--- src/rtl/avg_frame_sequencer.sv ---
// avg_frame_sequencer: block averager for a signed sample stream.
// Discards a configurable number of settle samples after start, then
// sums frames of exactly 2^n valid samples and emits sum and floor average.
// Frames run once or back-to-back (gap-free) until stop.
//
// Ports:
//   clk, rst          rising-edge clock, synchronous active-high reset
//   start, stop       software control (start sampled only when idle)
//   continuous        repeat frames until stop (latched on start)
//   log2_samples_cfg  frame exponent n, clamped to max_log2_samples
//   settle_cfg        valid samples to discard after start
//   in_data/in_valid  signed input sample and qualifier
//   sum_out/avg_out   registered frame sum and average
//   out_valid         one-cycle strobe marking a new result
//   busy              high while not idle
//   frame_count       frames emitted since last start (wraps)
module avg_frame_sequencer #(
    parameter int dat_in_bits      = 16,
    parameter int max_log2_samples = 8,
    parameter int settle_bits      = 8
) (
    input  logic                                         clk,
    input  logic                                         rst,
    input  logic                                         start,
    input  logic                                         stop,
    input  logic                                         continuous,
    input  logic [3:0]                                   log2_samples_cfg,
    input  logic [settle_bits-1:0]                       settle_cfg,
    input  logic signed [dat_in_bits-1:0]                in_data,
    input  logic                                         in_valid,
    output logic signed [dat_in_bits+max_log2_samples-1:0] sum_out,
    output logic signed [dat_in_bits-1:0]                avg_out,
    output logic                                         out_valid,
    output logic                                         busy,
    output logic [15:0]                                  frame_count
);

    localparam int AW = dat_in_bits + max_log2_samples;
    localparam int CW = max_log2_samples + 1;
    localparam int NW = (max_log2_samples < 1) ? 1 : $clog2(max_log2_samples + 1);
    localparam logic [3:0] NMAX = 4'(max_log2_samples);

    typedef enum logic [1:0] {
        IDLE,
        SETTLE,
        ACCUM
    } state_t;

    state_t                  state_q;
    logic                    cont_q;
    logic [NW-1:0]           n_q;
    logic [settle_bits-1:0]  settle_q;
    logic [settle_bits-1:0]  settle_cnt_q;
    logic [CW-1:0]           cnt_q;
    logic signed [AW-1:0]    acc_q;
    logic signed [AW-1:0]    sum_q;
    logic signed [dat_in_bits-1:0] avg_q;
    logic                    out_valid_q;
    logic                    busy_q;
    logic [15:0]             frame_count_q;
    logic                    stop_pending_q;

    logic [NW-1:0]           n_clamp;
    logic signed [AW-1:0]    sample_ext;
    logic signed [AW-1:0]    acc_sum;
    logic signed [AW-1:0]    avg_full;
    logic [CW-1:0]           ones;
    logic [CW-1:0]           last_idx;
    logic                    frame_last;
    logic                    keep_running;

    always_comb begin
        n_clamp = NW'(log2_samples_cfg);
        if (log2_samples_cfg > NMAX) begin
            n_clamp = NW'(NMAX);
        end
    end

    assign sample_ext = $signed({{max_log2_samples{in_data[dat_in_bits-1]}}, in_data});
    assign acc_sum    = acc_q + sample_ext;
    // Arithmetic shift on a signed operand gives floor toward -inf.
    assign avg_full   = acc_sum >>> n_q;
    assign ones       = '1;
    assign last_idx   = ~(ones << n_q);
    assign frame_last = (cnt_q == last_idx);
    // A stop arriving on the completing cycle also ends the run.
    assign keep_running = cont_q && !stop_pending_q && !stop;

    always_ff @(posedge clk) begin
        if (rst) begin
            state_q        <= IDLE;
            cont_q         <= 1'b0;
            n_q            <= '0;
            settle_q       <= '0;
            settle_cnt_q   <= '0;
            cnt_q          <= '0;
            acc_q          <= '0;
            sum_q          <= '0;
            avg_q          <= '0;
            out_valid_q    <= 1'b0;
            busy_q         <= 1'b0;
            frame_count_q  <= '0;
            stop_pending_q <= 1'b0;
        end else begin
            out_valid_q <= 1'b0;
            unique case (state_q)
                IDLE: begin
                    if (start) begin
                        cont_q         <= continuous;
                        n_q            <= n_clamp;
                        settle_q       <= settle_cfg;
                        settle_cnt_q   <= '0;
                        cnt_q          <= '0;
                        acc_q          <= '0;
                        frame_count_q  <= '0;
                        stop_pending_q <= 1'b0;
                        busy_q         <= 1'b1;
                        state_q        <= (settle_cfg != '0) ? SETTLE : ACCUM;
                    end
                end
                SETTLE: begin
                    if (stop) begin
                        state_q <= IDLE;
                        busy_q  <= 1'b0;
                    end else if (in_valid) begin
                        if (settle_cnt_q == settle_q - settle_bits'(1)) begin
                            settle_cnt_q <= '0;
                            state_q      <= ACCUM;
                        end else begin
                            settle_cnt_q <= settle_cnt_q + settle_bits'(1);
                        end
                    end
                end
                ACCUM: begin
                    if (stop) begin
                        stop_pending_q <= 1'b1;
                    end
                    if (in_valid) begin
                        if (frame_last) begin
                            sum_q         <= acc_sum;
                            avg_q         <= avg_full[dat_in_bits-1:0];
                            out_valid_q   <= 1'b1;
                            frame_count_q <= frame_count_q + 16'd1;
                            // Reload now so the next cycle's sample opens the next frame.
                            acc_q         <= '0;
                            cnt_q         <= '0;
                            if (!keep_running) begin
                                state_q        <= IDLE;
                                busy_q         <= 1'b0;
                                stop_pending_q <= 1'b0;
                            end
                        end else begin
                            acc_q <= acc_sum;
                            cnt_q <= cnt_q + CW'(1);
                        end
                    end
                end
                default: begin
                    state_q <= IDLE;
                    busy_q  <= 1'b0;
                end
            endcase
        end
    end

    assign sum_out     = sum_q;
    assign avg_out     = avg_q;
    assign out_valid   = out_valid_q;
    assign busy        = busy_q;
    assign frame_count = frame_count_q;

endmodule

--- config.mk ---
export PLATFORM = sky130hd
export DESIGN_NAME = avg_frame_sequencer
export DESIGN_NICKNAME = d
export VERILOG_FILES = /design/src/rtl/avg_frame_sequencer.sv
export SDC_FILE = /design/constraint.sdc
export NUM_CORES = 1
export LEC_CHECK = 0
export BUFFER_PORTS_ARGS = -buffer_cell sky130_fd_sc_hd__buf_2
export CORE_MARGIN = 3
export CORE_UTILIZATION = 54
export CTS_BUF_LIST = sky130_fd_sc_hd__clkbuf_4
export DETAILED_ROUTE_END_ITERATION = 10
export MAX_ROUTING_LAYER = met4
export PLACE_DENSITY = 0.78
export SYNTH_ARGS = -nofsm -noshare
export SYNTH_HDL_FRONTEND = slang
export SYNTH_SLANG_ARGS = --single-unit
--- constraint.sdc ---
create_clock -name clk -period 2.8 [get_ports clk]
set_input_delay 0.14 -clock clk [delete_from_list [all_inputs] [get_ports clk]]
set_output_delay 0.14 -clock clk [all_outputs]
set_load 0.05 [all_outputs]
Yosys cells after proc, flatten, opt, wreduce, memory -nomap -nowiden --
Index checks and enable logic that the tools add are counted.
Cells by class: add/sub/neg operators 5, $mul 0, div/mod/pow operators 0, $lt $le $gt $ge 1, equality and inequality tests 13, shifts and indexed selects 2, muxes and demuxes 40, bitwise operators 3, reduce and logical (&&, ||, !) cells 17
Operator list (count):
- 24-bit two-way mux | 3
- 16-bit two-way mux | 3
- 24-bit case mux with 2 select lines | 1
- 8-bit two-way mux | 4
- 16-bit case mux with 2 select lines | 1
- 9-bit two-way mux | 3
- 24-bit by 16-bit adder with 24-bit output | 1
- 24-bit by 4-bit >>> shifter with 16-bit output | 1
- 9-bit case mux with 2 select lines | 1
- 16-bit by 1-bit adder with 16-bit output (second input constant) | 1
- 2-bit two-way mux | 8
- 8-bit case mux with 2 select lines | 1
- 2-bit inequality test (second input constant) | 7
- 1-bit two-way mux | 11
- 9-bit by 1-bit adder with 9-bit output (second input constant) | 1
- 9-bit equality test | 1
- 9-bit NOT | 1
- 9-bit by 4-bit << shifter with 9-bit output (first input constant) | 1
- 8-bit by 1-bit adder with 8-bit output (second input constant) | 1
- 8-bit equality test | 1
- 4-bit AND reduction | 2
- 8-bit nonzero test | 1
- 8-bit by 1-bit subtractor with 8-bit output (second input constant) | 1
- 3-bit inequality test (second input constant) | 2
- other kinds (17) | 23
Storage, ports and cells: flip-flop bits (word level) 115, latch bits 0, bits in writable memories 0, bits in read-only memories 0, input port bits 34, output and inout port bits 58, word-level logic and storage cells 94, memories kept 0

Depth between registers and ports, before layout --
depth after elaboration 7, depth in mapped cells 11, gate-level depth less buffers 11

Least setup slack after synthesis --
OpenSTA, ideal clock, no wires.
path kind register to register, from reg acc_q[0], to reg avg_q[7] (netlist: avg_out[7]), arrival 2.908 ns, data required time 2.669 ns, slack -0.240 ns, stages on the path, launching flop included 12, path buffers 0, period minus slack after synthesis 3.040 ns, path through dfxtp_1 ha_1 fa_1 a211oi_2 o211ai_2 a21oi_1 a211oi_1 and2_1 mux2_2 mux4_2 a221oi_2 nor3_1
On the way: cells in the longest elaborated chain, start to end 2
RTL lines:
- start, declared | RTL line 55 | logic signed [AW-1:0] acc_q;
- start signal, assigned | RTL line 153 | acc_q <= acc_sum;
- 24-bit by 16-bit adder with 24-bit output | RTL line 80 | assign acc_sum = acc_q + sample_ext;
- 24-bit by 4-bit >>> shifter with 16-bit output | RTL line 82 | assign avg_full = acc_sum >>> n_q;
- end signal, assigned | RTL line 141 | avg_q <= avg_full[dat_in_bits-1:0];
- end, declared | RTL line 57 | logic signed [dat_in_bits-1:0] avg_q;
No other way between the ends. A chain may end at the register's enable or synchronous reset.

Worst setup path in the final report --
from reg acc_q[0], to reg avg_q[5] (netlist: avg_out[5])
The elaborated chain is that of the path after synthesis.

==> key figures <==
Run status
  • Outcome: complete, but fails checks
  • Failing checks: setup timing

Layout
  • Layout area overhead: 31.3%
  • Nets: 1,242
  • Layout cells sized above 1: 31.7%

Worst setup path
  • WP buf/inv: 2
  • WP data required: 3.32 ns
  • Worst reg2reg path startpoint: acc_q[0]$_SDFFE_PP0P_
  • CP Cell Sequence: ha_4 -> fa_2 -> a211oi_4 -> o211ai_4 -> a211o_1 -> a32oi_4 -> buf_4 -> buf_6 -> mux2i_1 -> and3_1 -> or4b_1 -> nand3_1
  • Worst R2R End: avg_out[5]$_SDFFE_PP0P_
  • Reg2reg path depth: 12
  • Critical path fanouts, max: 4
  • CP endpoint kind: register
  • Flop2flop setup slack: -0.27 ns
  • Critical path origin: acc_q[0]$_SDFFE_PP0P_
  • Worst Path Arrival: 3.58 ns
  • CP delay by family, top: compound AO/OA/AOI/OAI gates
  • Largest stage delay on the critical path: 0.50 ns
  • Crit path to: avg_out[5]$_SDFFE_PP0P_
  • CP Launch Type: register
  • CP max stage cell: or4b_1
  • Crit Path Class: reg -> reg
  • Levels on crit path: 12

Timing
  • Setup TNS: -2.73 ns
  • Final hold violation count: 0
  • Setup violators final: 16
  • Max Fclk: 0.326 GHz
  • Worst slew margin: 56.4%
  • Worst hold slack: 0.0387 ns
  • Minimum clock period after layout: 3.07 ns
  • Ratio of final minimum period to clock period: 110%
  • RSZ-0062 raised after global routing: yes
  • Clock skew: 0.0170 ns
  • Slew @ Worst Pin: 0.654 ns
  • Worst setup margin: -0.267 ns
  • Max Slew Vio Count: 0

Logic synthesis
  • Register area share after synthesis: 30.3%
  • Count of unique library cells instantiated by Yosys: 81
  • Syn nets: 1,041
  • Register bit count reported by yosys: 115
  • Cells after synthesis: 979
  • Yosys warns: 0
  • Post-synth top area share: 30.3%
  • Post-Syn Area: 7600 um2
  • Top cells by count, synth: 131 x nand2_1, 115 x dfxtp_1, 112 x a21oi_1
  • Async SR Flop Fraction: 0%
  • Most frequent cell after synthesis: nand2_1
  • Main synth FF type: dfxtp_1
  • Mean Syn Cell Area: 7.76 um2
  • Largest area contributor in the netlist: dfxtp_1
  • EDFF count, synth: 0
  • Top cells by area, synth: dfxtp_1 30%, a21oi_1 7.4%, nand2_1 6.5%

Global routing
  • Vias in the first global route: 7,767
  • Initial antenna violation count: 2
  • Grt ovf: 0
  • Largest net degree at the start of global routing: 52
  • First-pass GRT wire length: 38,600 um
  • Tot GR Track Use: 30.8%

Floorplanning
  • Initial Util: 56.3%
  • Die H: 125 um
  • Site Rows: 42
  • I/O pins: 92
  • Core area: 13,500 um2
  • Total Die Area: 15,500 um2
  • Die width: 125 um

Clocking
  • Clock transition time at the flip-flop clock pins of the worst setup and hold paths: 0.11 ns
  • Clk root buf: clkbuf_4
  • Worst-Skew Late Latency: 0.57 ns
  • Max clock buf depth: 2
  • H-tree levels: 4
  • CTS tree: done
  • CTS Sinks: 115
  • CTS buffer count: 17

Detailed routing
  • 1st-iter DRT viols: 820
  • Avg Vias per Cell: 6.03
  • Met3 WL: 1760 um
  • Drt wl/cell: 17.5 um
  • Top layer in use: met4
  • Final WL: 24,000 um
  • Antenna viol nets, final: 0
  • Met2 WL: 11,100 um
  • Via count: 8,264
  • Number of remaining DRC errors: 0
  • Pre-antenna DRT Iters: 5
  • M1 WL: 10,300 um

Power and ir drop
  • LEAKAGE: 0.00414 uW
  • Maximum vdd drop: 0.335 mV
  • Cell area power density: 426 nW/um2

Place
  • Input/output buffers: 91
  • Worst slack at placement: -0.349 ns
  • Hpwl dp: 16,700 um
  • Routability-driven placement congestion ratio: 0.939

Min path
  • Hold WC Path Type: in -> reg

Job
  • Max-Cap Viols: 0
-- worst min-delay path by stage --
stage / from / end / slack [ns] / depth (start not counted)
2_1_floorplan: continuous / cont_q$_SDFFE_PP0P_ / 0.28 / 2
3_3_place_gp: continuous / cont_q$_SDFFE_PP0P_ / 0.39 / 3
3_5_place_dp: continuous / cont_q$_SDFFE_PP0P_ / 0.39 / 3
4_1_cts: rst / avg_out[5]$_SDFFE_PP0P_ / 0.02 / 4
5_1_grt: rst / avg_out[5]$_SDFFE_PP0P_ / 0.03 / 4
6_report: in_data[0] / acc_q[0]$_SDFFE_PP0P_ / 0.04 / 4
-- registers in the layout, indices dropped and copies added, names as in the netlist --
| name | cells |
|---|---|
| acc_q | 24 |
| avg_out | 16 |
| cont_q | 1 |
| settle_q | 8 |
| out_valid | 1 |
| busy | 1 |
| stop_pending_q | 1 |
| sum_out | 24 |
| cnt_q | 9 |
| settle_cnt_q | 8 |
| frame_count | 16 |
| state_q | 2 |
| n_q | 4 |
-- kinds of logic after synthesis --
| logic type | count (synthesis) | synth area share [%] |
|---|---|---|
| buf+inv | 77 | 4.36 |
| compound gates | 253 | 22.0 |
| fa+ha+maj | 28 | 4.71 |
| mux | 38 | 6.50 |
| xor+xnor | 52 | 5.99 |
| flops | 115 | 30.3 |
| simple gates | 416 | 26.1 |
-- what timing repair did --
| item | CTS | global route |
|---|---|---|
| hold buffers | 16 | 0 |
| pin swaps | 17 | 8 |
| buffers inserted | 9 | 4 |
| endpoints found under the hold margin | 16 | 0 |
| gates resized for setup | 51 | 30 |
| setup endpoints to repair | 16 | 22 |
| gates cloned | 0 | 0 |
-- metrics by stage --
stage | total power (uW) | util [%] | cells | instance area, um2
finish | 4250 | 73.9 | 1371 | 9980
global route | 4420 | 73.9 | 1371 | 9980
CTS | 4180 | 72.7 | 1365 | 9820
detailed placement | 2910 | 67.0 | 1310 | 9040
global placement | 2890 | 67.0 | 1310 | 9040
floorplan | 2510 | - | 979 | 7690
-- where the power goes --
part / internal, uW / switching, uW
clock: 518 / 699
sequential: 1690 / 58.0
combinational: 540 / 750
-- routing by layer --
layer  up-vias  track usage, %
met5         -               -
li1       3941               -
met4         0            11.9
met2       365            47.9
met3        88            7.03
met1      3870            39.1
-- cell usage in the layout, fill, tap and decap left out, drive strengths merged, types with 4 or more instances in the layout --
master         n
buf          229
nand2        132
a21oi        116
dfxtp        115
nor2         111
nand3         42
o21ai         37
xor2          31
nor3          30
ha            27
xnor2         21
and3          19
mux2i         19
clkbuf        17
dlygate4sd3   16
nand4         15
inv           15
o21a          12
a22oi         11
mux2          11
nand3b        10
or3           10
o211ai        10
clkinv        10
and2           9
a211oi         9
nor4           8
mux4           8
nand2b         8
a211o          7
a21o           6
o31ai          6
or2            5
a31oi          5
a2111oi        5
and4           4
-- layout make-up --
type | count | area, um2
clock buffer | 17 | 128
inverter | 14 | 52.6
timing repair buffer | 245 | 1660
antenna | 2 | 5.00
fill | 987 | 3520
tap | 176 | 220
sequential | 115 | 2310
multi-input combinational | 787 | 5470
clock inverter | 15 | 141
-- worst reg2reg max path, cell delays in order (launching register included) --
cell      delay, ns
dfxtp_2        0.35
ha_4           0.16
fa_2           0.36
a211oi_4       0.30
o211ai_4       0.15
a211o_1        0.33
a32oi_4        0.24
buf_4          0.17
buf_6          0.09
mux2i_1        0.06
and3_1         0.21
or4b_1         0.50
nand3_1        0.10
Power figures use the tool's default switching activity.
